### config.mk
export PLATFORM = sky130hd
export DESIGN_NAME = frame_sequencer_flat
export DESIGN_NICKNAME = d
export VERILOG_FILES = /design/src/rtl/frame_seq_pkg.sv /design/src/rtl/frame_sequencer_if.sv /design/src/rtl/frame_seq_counter.sv /design/src/rtl/frame_sequencer.sv /design/src/flat_wrapper.sv
export SDC_FILE = /design/constraint.sdc
export NUM_CORES = 1
export LEC_CHECK = 0
export ABC_AREA = 1
export BUFFER_PORTS_ARGS = -buffer_cell sky130_fd_sc_hd__buf_2
export CAP_MARGIN = 20
export CORE_MARGIN = 5
export CORE_UTILIZATION = 58
export CTS_CLUSTER_SIZE = 24
export DETAILED_ROUTE_END_ITERATION = 8
export PLACE_DENSITY = 0.83
export SLEW_MARGIN = 25
export SYNTH_ARGS = -nofsm -noshare
export SYNTH_HDL_FRONTEND = slang
export SYNTH_SLANG_ARGS = --single-unit
### constraint.sdc
create_clock -name iClock -period 3 [get_ports iClock]
set_input_delay 0.3 -clock iClock [delete_from_list [all_inputs] [get_ports iClock]]
set_output_delay 0.3 -clock iClock [all_outputs]
set_load 0.05 [all_outputs]
### src/rtl/frame_seq_pkg.sv
// Shared definitions for the frame sequencer: FSM state encoding, the
// model-order ceiling, counter width, default parameter values and the
// model-order clipping helper.
package frame_seq_pkg;

  // Sequencer phases, in the order a frame passes through them.
  typedef enum logic [2:0] {
    ST_IDLE   = 3'd0,
    ST_CLEAR  = 3'd1,
    ST_BLIP   = 3'd2,
    ST_STREAM = 3'd3,
    ST_GAP    = 3'd4
  } seq_state_t;

  // Highest model order Stage4 can accept; larger requests are clipped.
  localparam int MAX_ORDER = 12;

  // Default build-time configuration.
  localparam int DEF_FRAME_SIZE  = 4096;
  localparam int DEF_CLEAR_DEPTH = 2048;
  localparam int DEF_GAP_CYCLES  = 5;
  localparam int DEF_SAMPLE_W    = 16;

  // One shared down-counter serves every phase, so it must hold the
  // largest of FRAME_SIZE-1, CLEAR_DEPTH-1 and GAP_CYCLES-1.
  localparam int CNT_W = 16;

  // Clip a requested model order to MAX_ORDER.
  function automatic logic [3:0] clip_order(input logic [3:0] m);
    return (m > 4'(MAX_ORDER)) ? 4'(MAX_ORDER) : m;
  endfunction

endpackage : frame_seq_pkg

### src/rtl/frame_sequencer_if.sv
// Sample handshake and Stage4 bus of the frame sequencer.
// slave  : the sequencer's view (accepts samples, drives Stage4).
// master : the environment's view (supplies samples, observes Stage4).
interface frame_sequencer_if
  import frame_seq_pkg::*;
#(
  parameter int SAMPLE_W = DEF_SAMPLE_W
) ();

  // Upstream residual handshake.
  logic                       iSampleValid;
  logic signed [SAMPLE_W-1:0] iSample;
  logic                       oSampleReady;

  // Stage4 frame interface.
  logic                       oFrameDone;
  logic [3:0]                 oM;
  logic                       oValid;
  logic signed [SAMPLE_W-1:0] oResidual;

  modport slave (
    input  iSampleValid,
    input  iSample,
    output oSampleReady,
    output oFrameDone,
    output oM,
    output oValid,
    output oResidual
  );

  modport master (
    output iSampleValid,
    output iSample,
    input  oSampleReady,
    input  oFrameDone,
    input  oM,
    input  oValid,
    input  oResidual
  );

endinterface : frame_sequencer_if

### src/rtl/frame_seq_counter.sv
// Loadable down-counter with a terminal-count flag. The sequencer loads it
// with (length - 1) on entry to a phase and the phase ends on the cycle the
// flag is high, so a load of N-1 yields a phase of exactly N counted cycles.
// Load wins over decrement; the count sticks at zero rather than wrapping.
module frame_seq_counter
  import frame_seq_pkg::*;
#(
  parameter int W = CNT_W
) (
  input  logic         iClock,
  input  logic         iReset,
  input  logic         iEnable,
  input  logic         iLoad,
  input  logic [W-1:0] iLoadValue,
  input  logic         iDec,
  output logic         oTc
);

  logic [W-1:0] r_count;

  // Count register: load, decrement or hold, all frozen while iEnable is low.
  // NOTE: sequential state uses non-blocking assignments so every register
  // samples pre-edge values, independent of block evaluation order.
  always_ff @(posedge iClock or negedge iReset) begin
    if (!iReset) begin
      r_count <= '0;
    end else if (iEnable) begin
      if (iLoad) begin
        r_count <= iLoadValue;
      end else if (iDec && (r_count != '0)) begin
        r_count <= r_count - 1'b1;
      end
    end
  end

  assign oTc = (r_count == '0);

endmodule : frame_seq_counter

### src/rtl/frame_sequencer.sv
// Frame sequencer: clears the Stage5 RAM once after start-up, then frames
// the upstream residual stream for Stage4 as
//   BLIP (frame-done pulse, latch order) -> STREAM (FRAME_SIZE-M samples)
//   -> GAP (GAP_CYCLES idle) -> BLIP ... or back to IDLE when iRun is low.
// iEnable low freezes everything and masks the pulse/handshake outputs, so
// a pulse pending in a frozen cycle is delivered once enable returns.
// Optional feature macro: FRAME_SEQ_STATS_EN enables the per-frame stall
// counter on oStallCount; without it oStallCount is tied to zero.
module frame_sequencer
  import frame_seq_pkg::*;
#(
  parameter int FRAME_SIZE  = DEF_FRAME_SIZE,
  parameter int CLEAR_DEPTH = DEF_CLEAR_DEPTH,
  parameter int GAP_CYCLES  = DEF_GAP_CYCLES,
  parameter int SAMPLE_W    = DEF_SAMPLE_W
) (
  input  logic              iClock,
  input  logic              iReset,
  input  logic              iEnable,
  input  logic              iRun,
  input  logic [3:0]        iM,
  frame_sequencer_if.slave  bus,
  output logic              oClear,
  output logic              oS5Enable,
  output logic              oS4Enable,
  output logic              oBusy,
  output logic [15:0]       oFrameCount,
  output logic [15:0]       oStallCount
);

  // FSM state and registered outputs.
  seq_state_t                 r_state;
  logic                       r_clear;
  logic                       r_active;
  logic                       r_frame_done;
  logic                       r_ready;
  logic                       r_valid;
  logic [3:0]                 r_m;
  logic signed [SAMPLE_W-1:0] r_residual;
  logic [15:0]                r_frame_count;

  // Handshake and shared-counter control.
  logic                       w_ready;
  logic                       w_accept;
  logic                       w_tc;
  logic                       w_load;
  logic                       w_dec;
  logic [CNT_W-1:0]           w_load_value;
  logic [3:0]                 w_m_next;

  assign w_m_next = clip_order(iM);
  assign w_ready  = r_ready & iEnable;
  assign w_accept = w_ready & bus.iSampleValid;

  // Shared phase counter: CLEAR length, samples left in STREAM, GAP length.
  frame_seq_counter #(
    .W (CNT_W)
  ) u_phase_cnt (
    .iClock     (iClock),
    .iReset     (iReset),
    .iEnable    (iEnable),
    .iLoad      (w_load),
    .iLoadValue (w_load_value),
    .iDec       (w_dec),
    .oTc        (w_tc)
  );

  // Counter control: load on entry to each counted phase, step while in it.
  // NOTE: every output of this block gets a default first, so no path can
  // leave a signal unassigned and infer a latch.
  always_comb begin
    w_load       = 1'b0;
    w_dec        = 1'b0;
    w_load_value = '0;
    case (r_state)
      ST_IDLE: begin
        w_load       = iRun;
        w_load_value = CNT_W'(CLEAR_DEPTH - 1);
      end
      ST_CLEAR: begin
        w_dec = 1'b1;
      end
      ST_BLIP: begin
        // Index of the last accepted sample: FRAME_SIZE - M - 1.
        w_load       = 1'b1;
        w_load_value = CNT_W'(FRAME_SIZE - 1) - CNT_W'(w_m_next);
      end
      ST_STREAM: begin
        w_dec = w_accept;
        if (w_accept && w_tc) begin
          w_load       = 1'b1;
          w_load_value = CNT_W'(GAP_CYCLES - 1);
        end
      end
      ST_GAP: begin
        w_dec = 1'b1;
      end
      default: begin
        w_load = 1'b0;
      end
    endcase
  end

  // Sequencer FSM with registered outputs; iRun is only consulted in IDLE
  // and at the end of GAP, so dropping it never aborts a frame in flight.
  // NOTE: r_residual is datapath, yet it is reset too because every output
  // must read zero while iReset is low.
  always_ff @(posedge iClock or negedge iReset) begin
    if (!iReset) begin
      r_state       <= ST_IDLE;
      r_clear       <= 1'b0;
      r_active      <= 1'b0;
      r_frame_done  <= 1'b0;
      r_ready       <= 1'b0;
      r_valid       <= 1'b0;
      r_m           <= '0;
      r_residual    <= '0;
      r_frame_count <= '0;
    end else if (iEnable) begin
      r_valid <= w_accept;
      if (w_accept) begin
        r_residual <= bus.iSample;
      end
      case (r_state)
        ST_IDLE: begin
          if (iRun) begin
            r_state  <= ST_CLEAR;
            r_clear  <= 1'b1;
            r_active <= 1'b1;
          end
        end
        ST_CLEAR: begin
          if (w_tc) begin
            r_state      <= ST_BLIP;
            r_clear      <= 1'b0;
            r_frame_done <= 1'b1;
          end
        end
        ST_BLIP: begin
          r_state      <= ST_STREAM;
          r_frame_done <= 1'b0;
          r_m          <= w_m_next;
          r_ready      <= 1'b1;
        end
        ST_STREAM: begin
          if (w_accept && w_tc) begin
            r_state       <= ST_GAP;
            r_ready       <= 1'b0;
            r_frame_count <= r_frame_count + 16'd1;
          end
        end
        ST_GAP: begin
          if (w_tc) begin
            if (iRun) begin
              r_state      <= ST_BLIP;
              r_frame_done <= 1'b1;
            end else begin
              r_state  <= ST_IDLE;
              r_active <= 1'b0;
            end
          end
        end
        default: begin
          r_state <= ST_IDLE;
        end
      endcase
    end
  end

`ifdef FRAME_SEQ_STATS_EN
  logic [15:0] r_stall_count;

  // Stall statistics: enabled STREAM cycles without a sample, saturating,
  // restarted at every frame boundary.
  always_ff @(posedge iClock or negedge iReset) begin
    if (!iReset) begin
      r_stall_count <= '0;
    end else if (iEnable) begin
      if (r_state == ST_BLIP) begin
        r_stall_count <= '0;
      end else if ((r_state == ST_STREAM) && !bus.iSampleValid &&
                   (r_stall_count != 16'hFFFF)) begin
        r_stall_count <= r_stall_count + 16'd1;
      end
    end
  end

  assign oStallCount = r_stall_count;
`else
  assign oStallCount = '0;
`endif

  // Pulse and handshake outputs are masked while frozen.
  assign bus.oFrameDone   = r_frame_done & iEnable;
  assign bus.oValid       = r_valid & iEnable;
  assign bus.oSampleReady = w_ready;
  assign bus.oM           = r_m;
  assign bus.oResidual    = r_residual;

  assign oClear      = r_clear;
  assign oS5Enable   = r_active;
  assign oS4Enable   = r_active;
  assign oBusy       = r_active;
  assign oFrameCount = r_frame_count;

endmodule : frame_sequencer

### src/flat_wrapper.sv
// flat-port wrapper written by rule: the top's interface ports become plain ports
module frame_sequencer_flat import frame_seq_pkg::*;
#(
  parameter int FRAME_SIZE  = DEF_FRAME_SIZE,
  parameter int CLEAR_DEPTH = DEF_CLEAR_DEPTH,
  parameter int GAP_CYCLES  = DEF_GAP_CYCLES,
  parameter int SAMPLE_W    = DEF_SAMPLE_W
)
  (iClock, iReset, iEnable, iRun, iM, oClear, oS5Enable, oS4Enable, oBusy, oFrameCount, oStallCount, bus_iSampleValid, bus_iSample, bus_oSampleReady, bus_oFrameDone, bus_oM, bus_oValid, bus_oResidual);
  frame_sequencer_if #(.SAMPLE_W(SAMPLE_W)) bus_i ();
  input  logic iClock;
  input  logic iReset;
  input  logic iEnable;
  input  logic iRun;
  input  logic [3:0] iM;
  output logic oClear;
  output logic oS5Enable;
  output logic oS4Enable;
  output logic oBusy;
  output logic [15:0] oFrameCount;
  output logic [15:0] oStallCount;
  input wire logic [$bits(bus_i.iSampleValid)-1:0] bus_iSampleValid;
  input wire logic [$bits(bus_i.iSample)-1:0] bus_iSample;
  output wire logic [$bits(bus_i.oSampleReady)-1:0] bus_oSampleReady;
  output wire logic [$bits(bus_i.oFrameDone)-1:0] bus_oFrameDone;
  output wire logic [$bits(bus_i.oM)-1:0] bus_oM;
  output wire logic [$bits(bus_i.oValid)-1:0] bus_oValid;
  output wire logic [$bits(bus_i.oResidual)-1:0] bus_oResidual;
  assign bus_i.iSampleValid = bus_iSampleValid;
  assign bus_i.iSample = bus_iSample;
  assign bus_oSampleReady = bus_i.oSampleReady;
  assign bus_oFrameDone = bus_i.oFrameDone;
  assign bus_oM = bus_i.oM;
  assign bus_oValid = bus_i.oValid;
  assign bus_oResidual = bus_i.oResidual;
  frame_sequencer #(.FRAME_SIZE(FRAME_SIZE), .CLEAR_DEPTH(CLEAR_DEPTH), .GAP_CYCLES(GAP_CYCLES), .SAMPLE_W(SAMPLE_W)) u_core (.iClock(iClock), .iReset(iReset), .iEnable(iEnable), .iRun(iRun), .iM(iM), .bus(bus_i), .oClear(oClear), .oS5Enable(oS5Enable), .oS4Enable(oS4Enable), .oBusy(oBusy), .oFrameCount(oFrameCount), .oStallCount(oStallCount));
endmodule
==> flow_metrics.env <==
export IMPL_status="finished clean"
export IMPL_syn_to_final_growth_pct=15.5
export IMPL_grt_ovfl_total=0
export IMPL_ys_warn_count=0
export IMPL_hold_depth=3
export IMPL_r2r_start="u_core.u_phase_cnt.r_count[0]"
export IMPL_initial_core_util_pct=59.5
export IMPL_netlist_area_um2=3520
export IMPL_cts_buffer_depth=2
export IMPL_drtIter0Drc=187
export IMPL_cts_tree="yes"
export IMPL_drcViolationCount=0
export IMPL_portBuffers=67
export IMPL_worstSetupPathType="register to register"
export IMPL_cts_setup_buffers=0
export IMPL_cts_resized=0
export IMPL_finalCritPeriodShare_pct=66.9
export IMPL_cts_buffers=9
export IMPL_ys_flop_type="dfrtp_1"
export IMPL_worst_pin_slew_ps=595
export IMPL_ir_drop_uv=818
export IMPL_hp_class="input pin to register"
export IMPL_antenna_found_initial=0
export IMPL_synthArstFlopShare_pct=100
export IMPL_synth_seq_cells=60
export IMPL_power_density_nw_per_um2=1020
export IMPL_hold_buffers=1
export IMPL_rsz0062_at_grt="false"
export IMPL_fin_tns_setup_ps=0
export IMPL_netlist_instances=477
export IMPL_grt_max_degree=41
export IMPL_clock_sinks=60
export IMPL_crit_fanout=23
export IMPL_startpoint_type="register"
export IMPL_dr_pass1_iters=5
export IMPL_drive_gt1_share_pct=20.4
export IMPL_skew_ps=14.4
export IMPL_ys_seq_area_share_pct=42.6
export IMPL_dieArea_um2=7730
export IMPL_synth_edf_count=0
export IMPL_ant_nets=0
export IMPL_antennaDiodeCount=0
export IMPL_fp_dieH_um=87.9
export IMPL_core_um2=5920
export IMPL_crit_required_ps=3290
export IMPL_hold_viol_final=0
export IMPL_holdPathEnd="u_core.bus.oResidual[8]"
export IMPL_cts_root_buffer="clkbuf_8"
export IMPL_io_pins=84
export IMPL_insertion_delay_ps=350
export IMPL_r2r_end="u_core.u_phase_cnt.r_count[11]"
export IMPL_yosysUniqueCellTypes=32
export IMPL_max_slew_margin_pct=60.1
export IMPL_seqPwrFrac_pct=31.6
export IMPL_avgSynthCellArea_um2=7.38
export IMPL_place_hpwl_um=6000
export IMPL_power_switching_mw=1.98
export IMPL_critPathCaptureType="register"
export IMPL_grt_pass1_vias=3093
export IMPL_wire_per_inst_um=12.8
export IMPL_setup_viol=0
export IMPL_maxCapViolCount=0
export IMPL_power_frac_comb_pct=47.0
export IMPL_report_final_slew_viol_count=0
export IMPL_fmax_mhz=499
export IMPL_crit_arrival_ps=2300
export IMPL_globalplace_congestion=0.937
export IMPL_p_leak_nw=2.18
export IMPL_die_w_um=87.9
export IMPL_via_count=3198
export IMPL_clkTransAtPathRegs_ps=70
export IMPL_htreeDepth=3
export IMPL_worstRegToRegCells=10
export IMPL_grt_pass1_wl_um=13500
export IMPL_intPower_mw=2.16
export IMPL_period_minus_slack_ps=2010
export IMPL_track_usage_pct=22.1
export IMPL_power_switching_share_pct=47.8
export IMPL_regToRegSetupSlack_ps=990
export IMPL_power_mw=4.14
export IMPL_via_per_inst=5.12
export IMPL_clkPwrFrac_pct=21.4
export IMPL_totalWireLength_um=8000
export IMPL_rows=28
export IMPL_hp_start="bus_iSample[8]"
export IMPL_nets=573
## metal layers
metal  vias up  track usage [%]  wire length [um]
met5         -                0                 0
met4         0             8.79               140
met3        16             4.99               624
met2       120             36.6              3750
met1      1463             28.3              3490
li1       1599                -                 -
## power by group through the flow
| stage | Combinational (mW) | Clock, mW | Sequential [mW] |
|---|---|---|---|
| final | 1.95 | 0.887 | 1.31 |
| after floorplan | 1.12 | 0 | 1.73 |
| after CTS | 1.95 | 0.895 | 1.31 |
| after global routing | 2.15 | 0.937 | 1.35 |
| after global placement | 1.90 | 0 | 1.31 |
| after detailed placement | 1.94 | 0 | 1.31 |
## sequential cells by signal (all words and copies together), names as in the netlist
register,flops
u_core.r_valid,1
u_core.oFrameCount,16
u_core.r_ready,1
u_core.u_phase_cnt.r_count,16
u_core.bus.oResidual,16
u_core.r_state,3
u_core.r_frame_done,1
u_core.oBusy,1
u_core.bus.oM,4
u_core.oClear,1
## synth_stat cells, types with 3 or more instances
| master | n | share of area (%) |
|---|---|---|
| buf_4 | 19 | 4.1 |
| o21ai_0 | 27 | 3.8 |
| xor2_1 | 11 | 2.7 |
| inv_1 | 40 | 4.3 |
| ha_1 | 3 | 1.1 |
| nor2_4 | 4 | 1.3 |
| xnor2_1 | 6 | 1.5 |
| nor3_1 | 4 | 0.57 |
| o21ai_2 | 6 | 1.5 |
| nand3_1 | 32 | 4.5 |
| nor2_1 | 35 | 3.7 |
| dfrtp_1 | 60 | 43 |
| nand4_1 | 3 | 0.53 |
| nand2_1 | 183 | 20 |
| nor2_2 | 9 | 1.6 |
| buf_2 | 5 | 0.71 |
| a21oi_1 | 9 | 1.3 |
## per-stage QoR
| stage | hold WS [ps] | setup slack (ps) | std cells | utilization, % | cell area (um^2) |
|---|---|---|---|---|---|
| 3_3_place_gp | 293 | 1070 | 608 | 64.5 | 3820 |
| 4_1_cts | 137 | 1040 | 625 | 68.7 | 4070 |
| 5_1_grt | 134 | 876 | 625 | 68.7 | 4070 |
| 3_5_place_dp | 297 | 1030 | 608 | 64.5 | 3820 |
| 6_report | 141 | 994 | 625 | 68.7 | 4070 |
| 2_1_floorplan | 4.41 | 1230 | 492 | - | 3580 |
## worst max-delay path, cell delays in order, from the launching register on
cell     delay (ps)
dfrtp_1         390
inv_1           120
ha_1            210
nand3_1         100
nor2_2          170
nand3_4         220
nand3_2         180
nand2_4         190
inv_2           200
nand2_1          80
nand2_1          70
## cell type report
class | count | area [um^2]
clock buffers | 10 | 128
clock inverters | 6 | 113
fillers | 485 | 1850
inverters | 42 | 158
multi-input cells | 361 | 1710
flip-flops and latches | 60 | 1500
well taps | 75 | 93.8
repair buffers | 71 | 368
## cell usage in the layout (no fill, tap or decap), types with 2 or more instances in the layout
cell type  Yosys  layout
nand4_1        3       3
nor2_4         4       4
nor3_1         4       4
a21oi_1        9       9
nand3_1       32      32
clkinv_4       0       2
o21ai_2        6       6
dfrtp_1       60      60
buf_2          5      67
conb_1         1      16
inv_2          2       2
o21ai_0       27      27
xnor2_1        6       6
inv_1         40      40
clkbuf_8       0       9
o21ai_1        2       2
nand2_2        2       2
nor2_1        35      35
nand3b_1       2       2
nor2_2         9       9
bufinv_16      0       3
ha_1           3       3
nand2_1      183     183
buf_4         19       3
xor2_1        11      11
## worst max-delay path by stage
| stage | start | end | slack (ps) |
|---|---|---|---|
| finish | u_core.u_phase_cnt.r_count[0] | u_core.u_phase_cnt.r_count[11] | 990 |
| global route | u_core.u_phase_cnt.r_count[0] | u_core.u_phase_cnt.r_count[9] | 880 |
| CTS | u_core.u_phase_cnt.r_count[0] | u_core.u_phase_cnt.r_count[11] | 1040 |
| detailed placement | iEnable | u_core.u_phase_cnt.r_count[11] | 1030 |
| global placement | iEnable | u_core.u_phase_cnt.r_count[11] | 1070 |
| floorplan | u_core.oFrameCount[0] | u_core.oFrameCount[8] | 1230 |
## cell families after synthesis
family	Yosys count	share of synthesized area, %
XOR/XNOR	17	4.23
AO/OA/AOI/OAI	46	7.32
adder cells (fa/ha/maj)	3	1.07
other	1	0.107
flip-flops	60	42.6
buffers and inverters	71	10.5
AND/OR/NAND/NOR	279	34.1
Note: power is estimated with default switching activity, not from simulation.
